==> config.mk <==
export PLATFORM = sky130hd
export DESIGN_NAME = project_4
export DESIGN_NICKNAME = d
export VERILOG_FILES = /design/src/rtl/project_4.sv
export SDC_FILE = /design/constraint.sdc
export NUM_CORES = 1
export LEC_CHECK = 0
export BUFFER_PORTS_ARGS = -buffer_cell sky130_fd_sc_hd__buf_2
export CORE_MARGIN = 2
export CORE_UTILIZATION = 59
export CTS_BUF_LIST = sky130_fd_sc_hd__clkbuf_8
export CTS_CLUSTER_SIZE = 28
export DETAILED_ROUTE_END_ITERATION = 10
export PLACE_DENSITY = 0.95
export SYNTH_ARGS = -nofsm -noshare
export SYNTH_HDL_FRONTEND = slang
export SYNTH_SLANG_ARGS = --single-unit
==> constraint.sdc <==
create_clock -name CLOCK_50 -period 7.31 [get_ports CLOCK_50]
set_clock_uncertainty 0.1 [all_clocks]
set_input_delay 0.3655 -clock CLOCK_50 [delete_from_list [all_inputs] [get_ports CLOCK_50]]
set_output_delay 0.3655 -clock CLOCK_50 [all_outputs]
set_load 0.01 [all_outputs]
==> src/rtl/project_4.sv <==
// 4-bit signed calculator: switches in, sign/magnitude seven-segment out.
// All HEX outputs share one register stage with synchronous blanking reset.
module project_4 (
  input  logic       CLOCK_50,
  input  logic       reset,
  input  logic [2:0] KEY,
  input  logic [7:0] SW,
  output logic [6:0] HEX7,
  output logic [6:0] HEX6,
  output logic [6:0] HEX5,
  output logic [6:0] HEX4,
  output logic [6:0] HEX3,
  output logic [6:0] HEX2,
  output logic [6:0] HEX0
);

  typedef enum logic [2:0] {
    OP_ADD = 3'b000,
    OP_SUB = 3'b001,
    OP_NEG = 3'b010,
    OP_ABS = 3'b011,
    OP_AND = 3'b100,
    OP_OR  = 3'b101,
    OP_XOR = 3'b110,
    OP_NOT = 3'b111
  } op_e;

  localparam logic [6:0] SEG_BLANK = 7'b1111111;
  localparam logic [6:0] SEG_MINUS = 7'b0111111;
  localparam logic [6:0] SEG_E     = 7'b0000110;

  function automatic logic [6:0] f_seg(input logic [3:0] d);
    logic [6:0] s;
    case (d)
      4'd0:    s = 7'b1000000;
      4'd1:    s = 7'b1111001;
      4'd2:    s = 7'b0100100;
      4'd3:    s = 7'b0110000;
      4'd4:    s = 7'b0011001;
      4'd5:    s = 7'b0010010;
      4'd6:    s = 7'b0000010;
      4'd7:    s = 7'b1111000;
      4'd8:    s = 7'b0000000;
      default: s = SEG_BLANK;
    endcase
    return s;
  endfunction

  // -8 negates to 4'b1000, which reads correctly as unsigned magnitude 8
  function automatic logic [3:0] f_mag(input logic [3:0] v);
    return v[3] ? (4'd0 - v) : v;
  endfunction

  function automatic logic [6:0] f_sign(input logic [3:0] v);
    return v[3] ? SEG_MINUS : SEG_BLANK;
  endfunction

  op_e        w_op;
  logic [3:0] w_a;
  logic [3:0] w_b;
  logic [3:0] w_sum;
  logic [3:0] w_dif;
  logic [3:0] w_neg;
  logic       w_a_min;
  logic       w_sum_ovf;
  logic       w_dif_ovf;
  logic [3:0] w_r;
  logic       w_ovf;

  assign w_op      = op_e'(KEY);
  assign w_a       = SW[7:4];
  assign w_b       = SW[3:0];
  assign w_sum     = w_a + w_b;
  assign w_dif     = w_a - w_b;
  assign w_neg     = 4'd0 - w_a;
  assign w_a_min   = (w_a == 4'b1000);
  assign w_sum_ovf = (w_a[3] == w_b[3]) && (w_sum[3] != w_a[3]);
  assign w_dif_ovf = (w_a[3] != w_b[3]) && (w_dif[3] != w_a[3]);

  always_comb begin
    w_r   = 4'd0;
    w_ovf = 1'b0;
    case (w_op)
      OP_ADD: begin
        w_r   = w_sum;
        w_ovf = w_sum_ovf;
      end
      OP_SUB: begin
        w_r   = w_dif;
        w_ovf = w_dif_ovf;
      end
      OP_NEG: begin
        w_r   = w_neg;
        w_ovf = w_a_min;
      end
      OP_ABS: begin
        w_r   = w_a[3] ? w_neg : w_a;
        w_ovf = w_a_min;
      end
      OP_AND: w_r = w_a & w_b;
      OP_OR:  w_r = w_a | w_b;
      OP_XOR: w_r = w_a ^ w_b;
      OP_NOT: w_r = ~w_a;
      default: begin
        w_r   = 4'd0;
        w_ovf = 1'b0;
      end
    endcase
  end

  logic [6:0] r_hex7;
  logic [6:0] r_hex6;
  logic [6:0] r_hex5;
  logic [6:0] r_hex4;
  logic [6:0] r_hex3;
  logic [6:0] r_hex2;
  logic [6:0] r_hex0;

  always_ff @(posedge CLOCK_50) begin
    if (reset) begin
      r_hex7 <= SEG_BLANK;
      r_hex6 <= SEG_BLANK;
      r_hex5 <= SEG_BLANK;
      r_hex4 <= SEG_BLANK;
      r_hex3 <= SEG_BLANK;
      r_hex2 <= SEG_BLANK;
      r_hex0 <= SEG_BLANK;
    end else begin
      r_hex7 <= f_sign(w_a);
      r_hex6 <= f_seg(f_mag(w_a));
      r_hex5 <= f_sign(w_b);
      r_hex4 <= f_seg(f_mag(w_b));
      r_hex3 <= f_sign(w_r);
      r_hex2 <= f_seg(f_mag(w_r));
      r_hex0 <= w_ovf ? SEG_E : SEG_BLANK;
    end
  end

  assign HEX7 = r_hex7;
  assign HEX6 = r_hex6;
  assign HEX5 = r_hex5;
  assign HEX4 = r_hex4;
  assign HEX3 = r_hex3;
  assign HEX2 = r_hex2;
  assign HEX0 = r_hex0;

endmodule

; ---- Word-level counts from Yosys, hierarchy flattened
; Memories as Yosys holds them, arrays and structs flattened. A register that Yosys moved wholly into a read port is not among the register bits.
; Index checks and enable logic that the tools add are counted.
[totals]
n_memories = 3
mem_bits_ro = 336
ff_bits = 28
wordCells = 41
output_inout_bits = 49
[memory_table]
columns = memory, words, word_bits, read_ports, rd_clocked_by_memory_dff, write_ports, line
row1 = (no name shown), 16, 7, 1, 1, 0, 34  ; case (d)
row2 = (no name shown), 16, 7, 1, 1, 0, 34
row3 = (no name shown), 16, 7, 1, 1, 0, 34
[op_classes]
n_mux = 9
addsub = 5
n_bitwise = 4
n_eq_ne = 12
reduce_logical = 4
[ops]
columns = cell, n
row1 = 4-bit case mux with 8 select lines, 1
row2 = 7-bit two-way mux, 4
row3 = 3-bit equality test (second input constant), 4
row4 = 4-bit two-way mux, 3
row5 = 1-bit by 4-bit subtractor with 4-bit output (first input constant), 3
row6 = 3-bit by 2-bit equality test with 1-bit output (second input constant), 2
row7 = 4-bit adder, 1
row8 = 4-bit AND, 1
row9 = 4-bit equality test (second input constant), 1
row10 = 4-bit inverter, 1
row11 = 4-bit OR, 1
row12 = 4-bit subtractor, 1
row13 = 4-bit bitwise XOR, 1
row14 = 3-bit by 1-bit equality test with 1-bit output (second input constant), 1
row15 = 3-bit zero test, 1
row16 = 1-bit inequality test, 3
row17 = 1-bit case mux with 3 select lines, 1
row18 = 1-bit logical AND, 2
row19 = 2-bit OR reduction, 1
row20 = 1-bit equality test, 1

; ---- Depth between registers and ports, before layout
; Gate-level depths: netlist of run 1.
[depth]
word_depth = 5
mapped_depth = 16
mapped_depth_nobuf = 16

; ---- Least setup slack after synthesis of run 1
; OpenSTA, ideal clock, no wires.
[synth_timing]
path_kind = input port to flip-flop
start = input SW[4]
end = register r_hex2[4] (netlist: HEX2[4])
required_ns = 7.068
slack_ns = 3.791
stages = 15
arrival_time_ns = 3.277
setup_ns = 0.142
path_buffers = 0
cell_sequence = inv_1 -> ha_1 -> inv_1 -> fa_1 -> nor2_1 -> a2111oi_0 -> nor4_2 -> nor2_1 -> inv_1 -> ha_1 -> mux2i_1 -> ha_1 -> nand2b_1 -> nor4_1 -> nor3_1
[synth_between]
elab_chain_cells = 5
elab_cells_between_ends = 11
classes_between = add/sub: 4 / mux: 3 / bitwise: 4
[synth_lines]
columns = item, line
row1 = start: declaration, 7  ; input logic [7:0] SW,
row2 = 1-bit by 4-bit subtractor with 4-bit output, 75  ; assign w_neg = 4'd0 - w_a;
row3 = 4-bit two-way mux, 97  ; w_r = w_a[3] ? w_neg : w_a;
row4 = 4-bit case mux with 8 select lines *, 83  ; case (w_op)
row5 = 1-bit by 4-bit subtractor with 4-bit output, 51  ; return v[3] ? (4'd0 - v) : v;
row6 = 4-bit two-way mux *, 51
row7 = end: declaration, 116  ; logic [6:0] r_hex2;
; Mark *: on every way between the ends. The rest lies on a longest branch, timed or not.
; A chain may end at the register's enable or synchronous reset.

; ---- Worst setup path after layout of run 1
[layout_timing]
start = input SW[4]
end = register r_hex2[6] (netlist: HEX2[6])
; Same word-level chain as after synthesis.

==> results of run 1 <==
## stage by stage
| stage | setup slack (ns) | util, % |
|---|---|---|
| 4_1_cts | 3.37 | 64.9 |
| 5_1_grt | 2.98 | 64.9 |
| 6_report | 3.31 | 64.9 |
| 3_3_place_gp | 3.34 | 63.7 |
| 2_1_floorplan | 3.79 | - |
| 3_5_place_dp | 3.11 | 63.7 |
## cell usage in the layout (no fill, tap or decap), types with 3 or more instances in the layout
master    instances
a21o_1            8
a21oi_1           6
buf_2            41
clkbuf_8          3
conb_1           20
dfxtp_1          25
ha_1             30
inv_1            24
mux2i_1           9
nand2_1          14
nand2b_1         13
nor2_1           15
nor3_1            6
nor4_1            6
o21ai_0          11
xnor2_1           6
## cell type report
type                    instances  area share, %
clock buffers                   3           1.75
well taps                      48           2.55
flip-flops and latches         25           21.2
repair buffers                 41           8.70
inverters                      23           3.66
multi-input cells             193           62.0
clock inverters                 1          0.159
## power breakdown
| part | leakage (nW) | internal, W | total [W] | switching, W |
|---|---|---|---|---|
| Combinational | 0.933 | 0.0000715 | 0.000172 | 0.000100 |
| Sequential | 0.209 | 0.000156 | 0.000160 | 0.00000364 |
| Clock | 0.0269 | 0.0000375 | 0.0000754 | 0.0000379 |
| Total | 1.17 | 0.000265 | 0.000407 | 0.000142 |
## flip-flops by register name, indices dropped and copies added, names as in the netlist
name and flops:
HEX0 1, HEX5 1, HEX4 7, HEX6 7, HEX3 1, HEX2 7, HEX7 1
## how the worst min path moves through the flow
stage               start      end  cells after the start
CTS                 SW[3]  HEX5[6]                      2
detailed placement  SW[3]  HEX5[6]                      2
floorplan           SW[3]  HEX5[6]                      1
global route        SW[3]  HEX5[6]                      2
global placement    SW[3]  HEX5[6]                      2
finish              SW[3]  HEX5[6]                      2
## kinds of logic (layout without fill, tap and decap cells)
kind of cell / Yosys count / count (layout) / share of synthesized area (%)
AO/OA/AOI/OAI: 46 / 46 / 14.8
XOR/XNOR: 8 / 8 / 3.48
adder cells (fa/ha/maj): 32 / 32 / 18.7
buffers and inverters: 59 / 68 / 15.1
flip-flops: 25 / 25 / 22.5
multiplexers: 12 / 12 / 6.24
other: 1 / 20 / 0.168
AND/OR/NAND/NOR: 75 / 75 / 19.1
## metal layers
layer / global-route usage, % / vias up
met3: 1.54 / 12
li1: - / 897
met5: 0 / -
met4: 10.4 / 0
met2: 32.9 / 72
met1: 26.9 / 837
==> reports/metrics.yaml, run 1 <==
ctsHoldBuffers: 0
design.portCount: 62
numPortBuffers: 41
ant_nets: 0
place.detailed.hpwl_mm: 3.26
cp.buffers_inverters: 4
met1_length_mm: 1.82
max_slew.worst_pin.slew_ns: 0.838
slowest_stage: "a2111oi_0"
yosys_most_used_dff: "dfxtp_1"
max-slew-margin-rel_pct: 43.7
wl_met3_um: 225
cts_made_buffers: 3
grt_pass1_wl_mm: 6.92
synth_top_cell_area_share_pct: 22.5
placed_cells: 330
finalSetupViolCount: 0
syn_avg_cell_area_um2: 8.63
synthArstFlopShare_pct: 0
ys_warn_count: 0
fin_crit_sh_pct: 54.7
max_stage_delay_ns: 0.54
yosysSeqAreaShare_pct: 22.5
leakage_nw: 1.17
slew_viol_final: 0
finalCriticalPeriod_ns: 4.00
synth_area_leaders: "dfxtp_1 22%, ha_1 17%, buf_4 9.4%, mux2i_1 4.0%, inv_1 3.9%"
synth.distinct_cells: 56
layout.cells.non_filler: 334
setup.worst_path.end: "HEX2[6]"
drt-total-wl_mm: 4.15
critical_path_required_ns: 7.33
ys_ff_latch: 25
critPathMaxFanout: 8
path_depth: 16
p_total_w: 0.000407
grt_antenna_before_repair: 0
fmax_mhz: 250
synth_most_common_cell: "ha_1"
grt_pass1_vias: 1610
path_class: "primary input to register"
cts_resized: 0
die_h_um: 65.4
via_per_inst: 5.44
fillers: 303
crit_start: "SW[4]"
syn-cell-area_um2: 2230
met2_length_mm: 2.01
die_w_um: 65.4
synth_edf_count: 0
cts.htree.levels: 1
holdWs_ns: 0.250
peakVddDrop_mv: 0.0778
wl_per_cell_um: 12.4
multi_input_area_um2: 1460
final_area_um2: 2360
crit_arrival_ns: 4.02
routed.top_layer: "met4"
p_per_area_nw_per_um2: 172
yosysTopAreaCell: "dfxtp_1"
clk_path_buf_depth: 2
vias: 1818
cts_tree: "yes"
cts_setup_buffers: 0
core_um2: 3630
dr.pass1.iters: 4
drt_iter0_markers: 85
clock_sinks: 25
overflow: 0
min_path_type: "primary input to register"
cp-start-kind: "primary input"
cts.reportedPaths.clkPinSlew_ns: 0.08
dieArea_um2: 4280
num_rows: 22
placed_cell_area_um2: 2310
rsz0062_at_grt: "no"
ff_latch_area_um2: 500
antenna_cells: 0
status: "finished, final reports clean"
cpLargestDelayFamily: "adder cells"
synth_common_cells: "30 x ha_1, 28 x buf_4, 25 x dfxtp_1, 23 x inv_1, 15 x nor2_1"
tns_ns: 0
grt_max_degree: 30
gp_congestion: 0.897
grt_use_total_pct: 20.2
nNetsFinal: 332
start_util_pct: 61.3
route.detailed.drc: 0
critPathCaptureType: "register"
root_buffer: "clkbuf_8"
synthCells: 258
hold_viol: 0
flow.area_growth_from_synthesis_pct: 5.90
drive_gt1_share_pct: 19.2
drv_cap: 0
path_cells: "buf_2 > inv_1 > ha_1 > inv_1 > fa_1 > nor2_1 > a2111oi_0 > nor4_2 > nor2_1 > inv_1 > ha_1 > mux2i_1 > ha_1 > nand2b_1 > nor4_1 > nor3_1"
Power figures use the tool's default switching activity.
==> run 2, diff against run 1 <==
CORE_UTILIZATION = 49   (was 59)
PLACE_DENSITY = 0.9   (was 0.95)
clock period = 3.6 ns   (was 7.31 ns; I/O delays follow)
==> run 2 against run 1 <==
Net effect: global-route usage down 3.4 points; largest cell class unchanged; via count fell by 1.3%; design area increased by 1.5%; setup slack worse by 3.0 ns; critical path type unchanged; largest power group unchanged.
==> reports/metrics.yaml, run 2 (synthesized netlist as in run 1, its figures left out) <==
core_um2: 4350  # +20%
min_path_type: "primary input to register"
wl_per_cell_um: 12.4  # -0.13%
slew_viol_final: 0  # unchanged
ant_nets: 0  # unchanged
fmax_mhz: 305
grt_use_total_pct: 16.8  # -3.4 points
layout_commonest_cell: "buf_2"
drive_gt1_share_pct: 20.7  # +1.5 points
drt-total-wl_mm: 4.25  # +2.3%
path_class: "primary input to register"
p_per_area_nw_per_um2: 351  # +100%
max_slew.worst_pin.slew_ns: 0.906  # +0.0673 ns
leakage_nw: 1.19  # +1.6%
gp_congestion: 0.899  # +0.21%
via_per_inst: 5.25  # -3.6%
hold_viol: 0  # unchanged
cts_resized: 0  # unchanged
cp-start-kind: "primary input"
min_path_cells: 2  # unchanged
fin_crit_sh_pct: 91.2
flow.area_growth_from_synthesis_pct: 7.53
drt_iter0_markers: 125  # +47%
numPortBuffers: 41  # unchanged
met2_length_mm: 2.05  # +1.9%
critPathMaxFanout: 10  # +2
setup.worst_path.end: "HEX2[4]"
finalSetupViolCount: 0  # unchanged
place.detailed.hpwl_mm: 3.29  # +1.1%
dp_slack_ns: 0.0639  # -3.05 ns
die_w_um: 71.4  # +9.1%
cts.reportedPaths.clkPinSlew_ns: 0.08  # about the same
crit_arrival_ns: 3.33  # -0.69 ns
die_h_um: 71.4  # +9.1%
route.detailed.drc: 0  # unchanged
grt_pass1_vias: 1611  # +0.062%
max-slew-margin-rel_pct: 39.2  # -4.5 points
peakVddDrop_mv: 0.153  # +96%
crit_start: "SW[4]"
cts_setup_buffers: 0  # unchanged
grt_antenna_before_repair: 0  # unchanged
met1_length_mm: 1.86  # +2.5%
cts_made_buffers: 3  # unchanged
dr.pass1.iters: 4  # unchanged
mostFrequentLayoutCells: "41 x buf_2, 30 x ha_1, 25 x dfxtp_1"
clk_path_buf_depth: 2  # unchanged
dieArea_um2: 5100  # +19%
fillers: 382  # +26%
cts.htree.levels: 1  # unchanged
status: "finished, final reports clean"
tns_ns: 0  # unchanged
routed.top_layer: "met4"
wl_met3_um: 254  # +13%
overflow: 0  # unchanged
rsz0062_at_grt: "no"
grt_max_degree: 30  # unchanged
critical_path_required_ns: 3.65  # -3.68 ns
cts_tree: "yes"
vias: 1794  # -1.3%
grt_pass1_wl_mm: 7.07  # +2.1%
num_rows: 24  # +9.1%
antenna_cells: 0  # unchanged
finalCriticalPeriod_ns: 3.28
start_util_pct: 51.1  # -10 points
ctsHoldBuffers: 0  # unchanged
critPathCaptureType: "register"
worst_slack_ns: 0.317  # -3.00 ns
drv_cap: 0  # unchanged
root_buffer: "clkbuf_8"
nNetsFinal: 336  # +1.2%
clock_sinks: 25  # unchanged
design.portCount: 62  # unchanged
==> run 2: cell count changes in the layout (fill, tap and decap cells not counted) <==
cell,previous run,this run
inv_1,24,23
buf_4,0,4
clkinv_2,0,1
==> run 2: power breakdown <==
part           switching [W]  internal [W]
Clock              0.0000793     0.0000771
Combinational       0.000206      0.000154
Sequential        0.00000719      0.000317
Total               0.000292      0.000548
==> run 2: final cells by class <==
class / instances / area [um2] / area share (%)
Clock inverter: 1 / 5.00 / 0.209
Multi-Input combinational cell: 193 / 1460 / 61.0
Tap cell: 52 / 65.1 / 2.72
Inverter: 23 / 86.3 / 3.61
Timing Repair Buffer: 45 / 235 / 9.82
Sequential cell: 25 / 500 / 20.9
Clock buffer: 3 / 41.3 / 1.72
==> run 2: worst min path at each step <==
stage	from	to	slack (ns)
2_1_floorplan	SW[3]	HEX5[6]	0.15
5_1_grt	SW[3]	HEX5[6]	0.06
6_report	SW[3]	HEX5[6]	0.07
3_3_place_gp	SW[3]	HEX5[6]	0.32
3_5_place_dp	SW[3]	HEX5[6]	0.33
4_1_cts	SW[3]	HEX5[6]	0.06
==> run 2: stage by stage <==
stage          hold WS, ns  total power (W)  instances  utilization [%]  cell area, um2
2_1_floorplan        0.154         0.000609        277                -            2300
3_3_place_gp         0.320         0.000672        338             53.9            2350
3_5_place_dp         0.335         0.000685        338             53.9            2350
4_1_cts             0.0590         0.000843        342             55.0            2390
5_1_grt             0.0638         0.000893        342             55.0            2390
6_report            0.0706         0.000840        342             55.0            2390
==> run 2: metal layers <==
metal	vias up	global-route usage, %
met5	-	0
met4	0	6.71
met3	8	1.41
met2	74	29.1
met1	814	21.7
li1	898	-
==> run 2: worst max-delay path, cell delays in order <==
cell       delay [ns]
buf_2            0.15
inv_1            0.08
ha_1             0.16
inv_1            0.06
fa_1             0.49
nor2_1           0.05
a2111oi_0        0.48
nor4_2           0.13
nor2_1           0.17
inv_1            0.06
ha_1             0.17
a221o_1          0.29
xnor2_2          0.37
buf_4            0.21
and4bb_2         0.24
nor3_1           0.05
==> run 3, diff against run 2 <==
==> constraint.sdc (replaced) <==
create_clock -name CLOCK_50 -period 3.6 [get_ports CLOCK_50]
set_clock_uncertainty 0.1 [all_clocks]
set_input_delay 0.54 -clock CLOCK_50 [delete_from_list [all_inputs] [get_ports CLOCK_50]]
set_output_delay 0.54 -clock CLOCK_50 [all_outputs]
set_load 0.01 [all_outputs]
==> run 3 against run 2 <==
Net effect: sequential power is essentially flat; cell count up 4.1%; core utilization up 3.4 points; non-clock buffer count grew 13; largest cell class unchanged.
==> reports/metrics.yaml, run 3 (synthesized netlist as in run 1, its figures left out) <==
status: "finished, final reports clean"
fin_crit_sh_pct: 93.0  # +1.8 points
nNetsFinal: 350  # +4.2%
layout_commonest_cell: "buf_2"
cp-start-kind: "primary input"
gp_congestion: 0.821  # -8.7%
ant_nets: 0  # unchanged
drt-total-wl_mm: 4.73  # +11%
cts_tree: "yes"
finalCriticalPeriod_ns: 3.35  # +0.0663 ns
fillers: 353  # -7.6%
ff_latch_area_um2: 500  # unchanged
dp_slack_ns: -0.230  # -0.294 ns
grt_pass1_wl_mm: 7.40  # +4.7%
core_um2: 4350  # unchanged
critical_path_required_ns: 3.66  # about the same
grt_antenna_before_repair: 0  # unchanged
wl_per_cell_um: 13.3  # +6.9%
clock_sinks: 25  # unchanged
root_buffer: "clkbuf_8"
mostFrequentLayoutCells: "41 x buf_2, 29 x ha_1, 25 x dfxtp_1"
die_h_um: 71.4  # unchanged
dr.pass1.iters: 4  # unchanged
min_path_type: "primary input to register"
finalSetupViolCount: 0  # unchanged
num_rows: 24  # unchanged
die_w_um: 71.4  # unchanged
grt_pass1_vias: 1703  # +5.7%
setup.worst_path.end: "HEX2[2]"
slew_viol_final: 0  # unchanged
critPathMaxFanout: 3  # -7
leakage_nw: 1.26  # +6.2%
clk_path_buf_depth: 2  # unchanged
drt_iter0_markers: 128  # +2.4%
drive_gt1_share_pct: 26.0  # +5.3 points
route.detailed.drc: 0  # unchanged
overflow: 0  # unchanged
fmax_mhz: 299  # -2.0%
antenna_cells: 0  # unchanged
crit_start: "SW[4]"
peakVddDrop_mv: 0.134  # -12%
p_total_w: 0.000898  # +6.9%
drv_cap: 0  # unchanged
start_util_pct: 51.1  # unchanged
max_slew.worst_pin.slew_ns: 0.877  # -0.0287 ns
max-slew-margin-rel_pct: 41.1  # +1.9 points
hold_viol: 0  # unchanged
multi_input_area_um2: 1520  # +3.7%
cts.reportedPaths.clkPinSlew_ns: 0.08  # about the same
p_per_area_nw_per_um2: 353  # +0.59%
flow.area_growth_from_synthesis_pct: 14.3
via_per_inst: 5.44  # +3.6%
place.detailed.hpwl_mm: 3.61  # +9.5%
numPortBuffers: 41  # unchanged
vias: 1935  # +7.9%
cts.htree.levels: 1  # unchanged
grt_use_total_pct: 17.6  # +0.79 points
worst_slack_ns: 0.251  # -0.0663 ns
cts_made_buffers: 3  # unchanged
crit_arrival_ns: 3.41  # +0.08 ns
ctsHoldBuffers: 0  # unchanged
critPathCaptureType: "register"
design.portCount: 62  # unchanged
grt_max_degree: 30  # unchanged
dieArea_um2: 5100  # unchanged
path_class: "primary input to register"
run 3: area by class of cell:
type | instances | share of cell area, %
well taps | 52 | 2.56
repair buffers | 58 | 13.1
multi-input cells | 194 | 59.5
inverters | 23 | 3.39
clock buffers | 3 | 1.62
flip-flops and latches | 25 | 19.7
clock inverters | 1 | 0.147
run 3: repair_timing:
| item | in CTS | in global routing |
|---|---|---|
| resized for setup | 0 | 7 |
| setup buffers | 0 | 3 |
| setup endpoints to repair | 0 | 7 |
| endpoints found under the hold margin | 0 | 0 |
run 3: power breakdown:
group | switching, W | total [W] | internal (W)
combinational | 0.000225 | 0.000413 | 0.000188
sequential | 0.00000853 | 0.000325 | 0.000317
clock | 0.0000827 | 0.000159 | 0.0000763
total | 0.000317 | 0.000898 | 0.000581
run 3: through the flow:
step           instance area [um2]  std cells  setup TNS, ns  util (%)  hold slack [ns]
4_1_cts                       2470        352              0      56.8            0.408
3_3_place_gp                  2430        348         -0.461      55.8            0.677
2_1_floorplan                 2300        277              0         -            0.514
3_5_place_dp                  2430        348          -1.03      55.8            0.682
5_1_grt                       2540        356      -0.000533      58.4            0.408
6_report                      2540        356              0      58.4            0.407
run 3: how the worst min path moves through the flow:
stage,start,to,cells after the start
3_5_place_dp,SW[3],HEX5[6],2
2_1_floorplan,SW[3],HEX5[6],1
4_1_cts,SW[3],HEX5[6],2
5_1_grt,SW[3],HEX5[6],2
6_report,SW[3],HEX5[6],2
3_3_place_gp,SW[3],HEX5[6],2
run 3: critical path, cell delays in order:
cell and delay, ns:
buf_2 0.11, inv_1 0.06, ha_1 0.18, inv_1 0.06, fa_1 0.42, nor2_1 0.14, a2111oi_2 0.05, buf_4 0.15
nor4_2 0.34, nor2_1 0.12, inv_1 0.07, ha_1 0.23, mux2i_2 0.20, inv_1 0.09, ha_1 0.21, nor3b_1 0.16
a211o_1 0.28
run 3: per-layer routing:
layer	vias to the layer above	global-route usage, %	part of all wire [%]
li1	928	-	-
met1	925	22.4	40
met2	77	31.3	54
met3	5	1.27	5.5
met4	0	6.50	0.72
met5	-	0	0
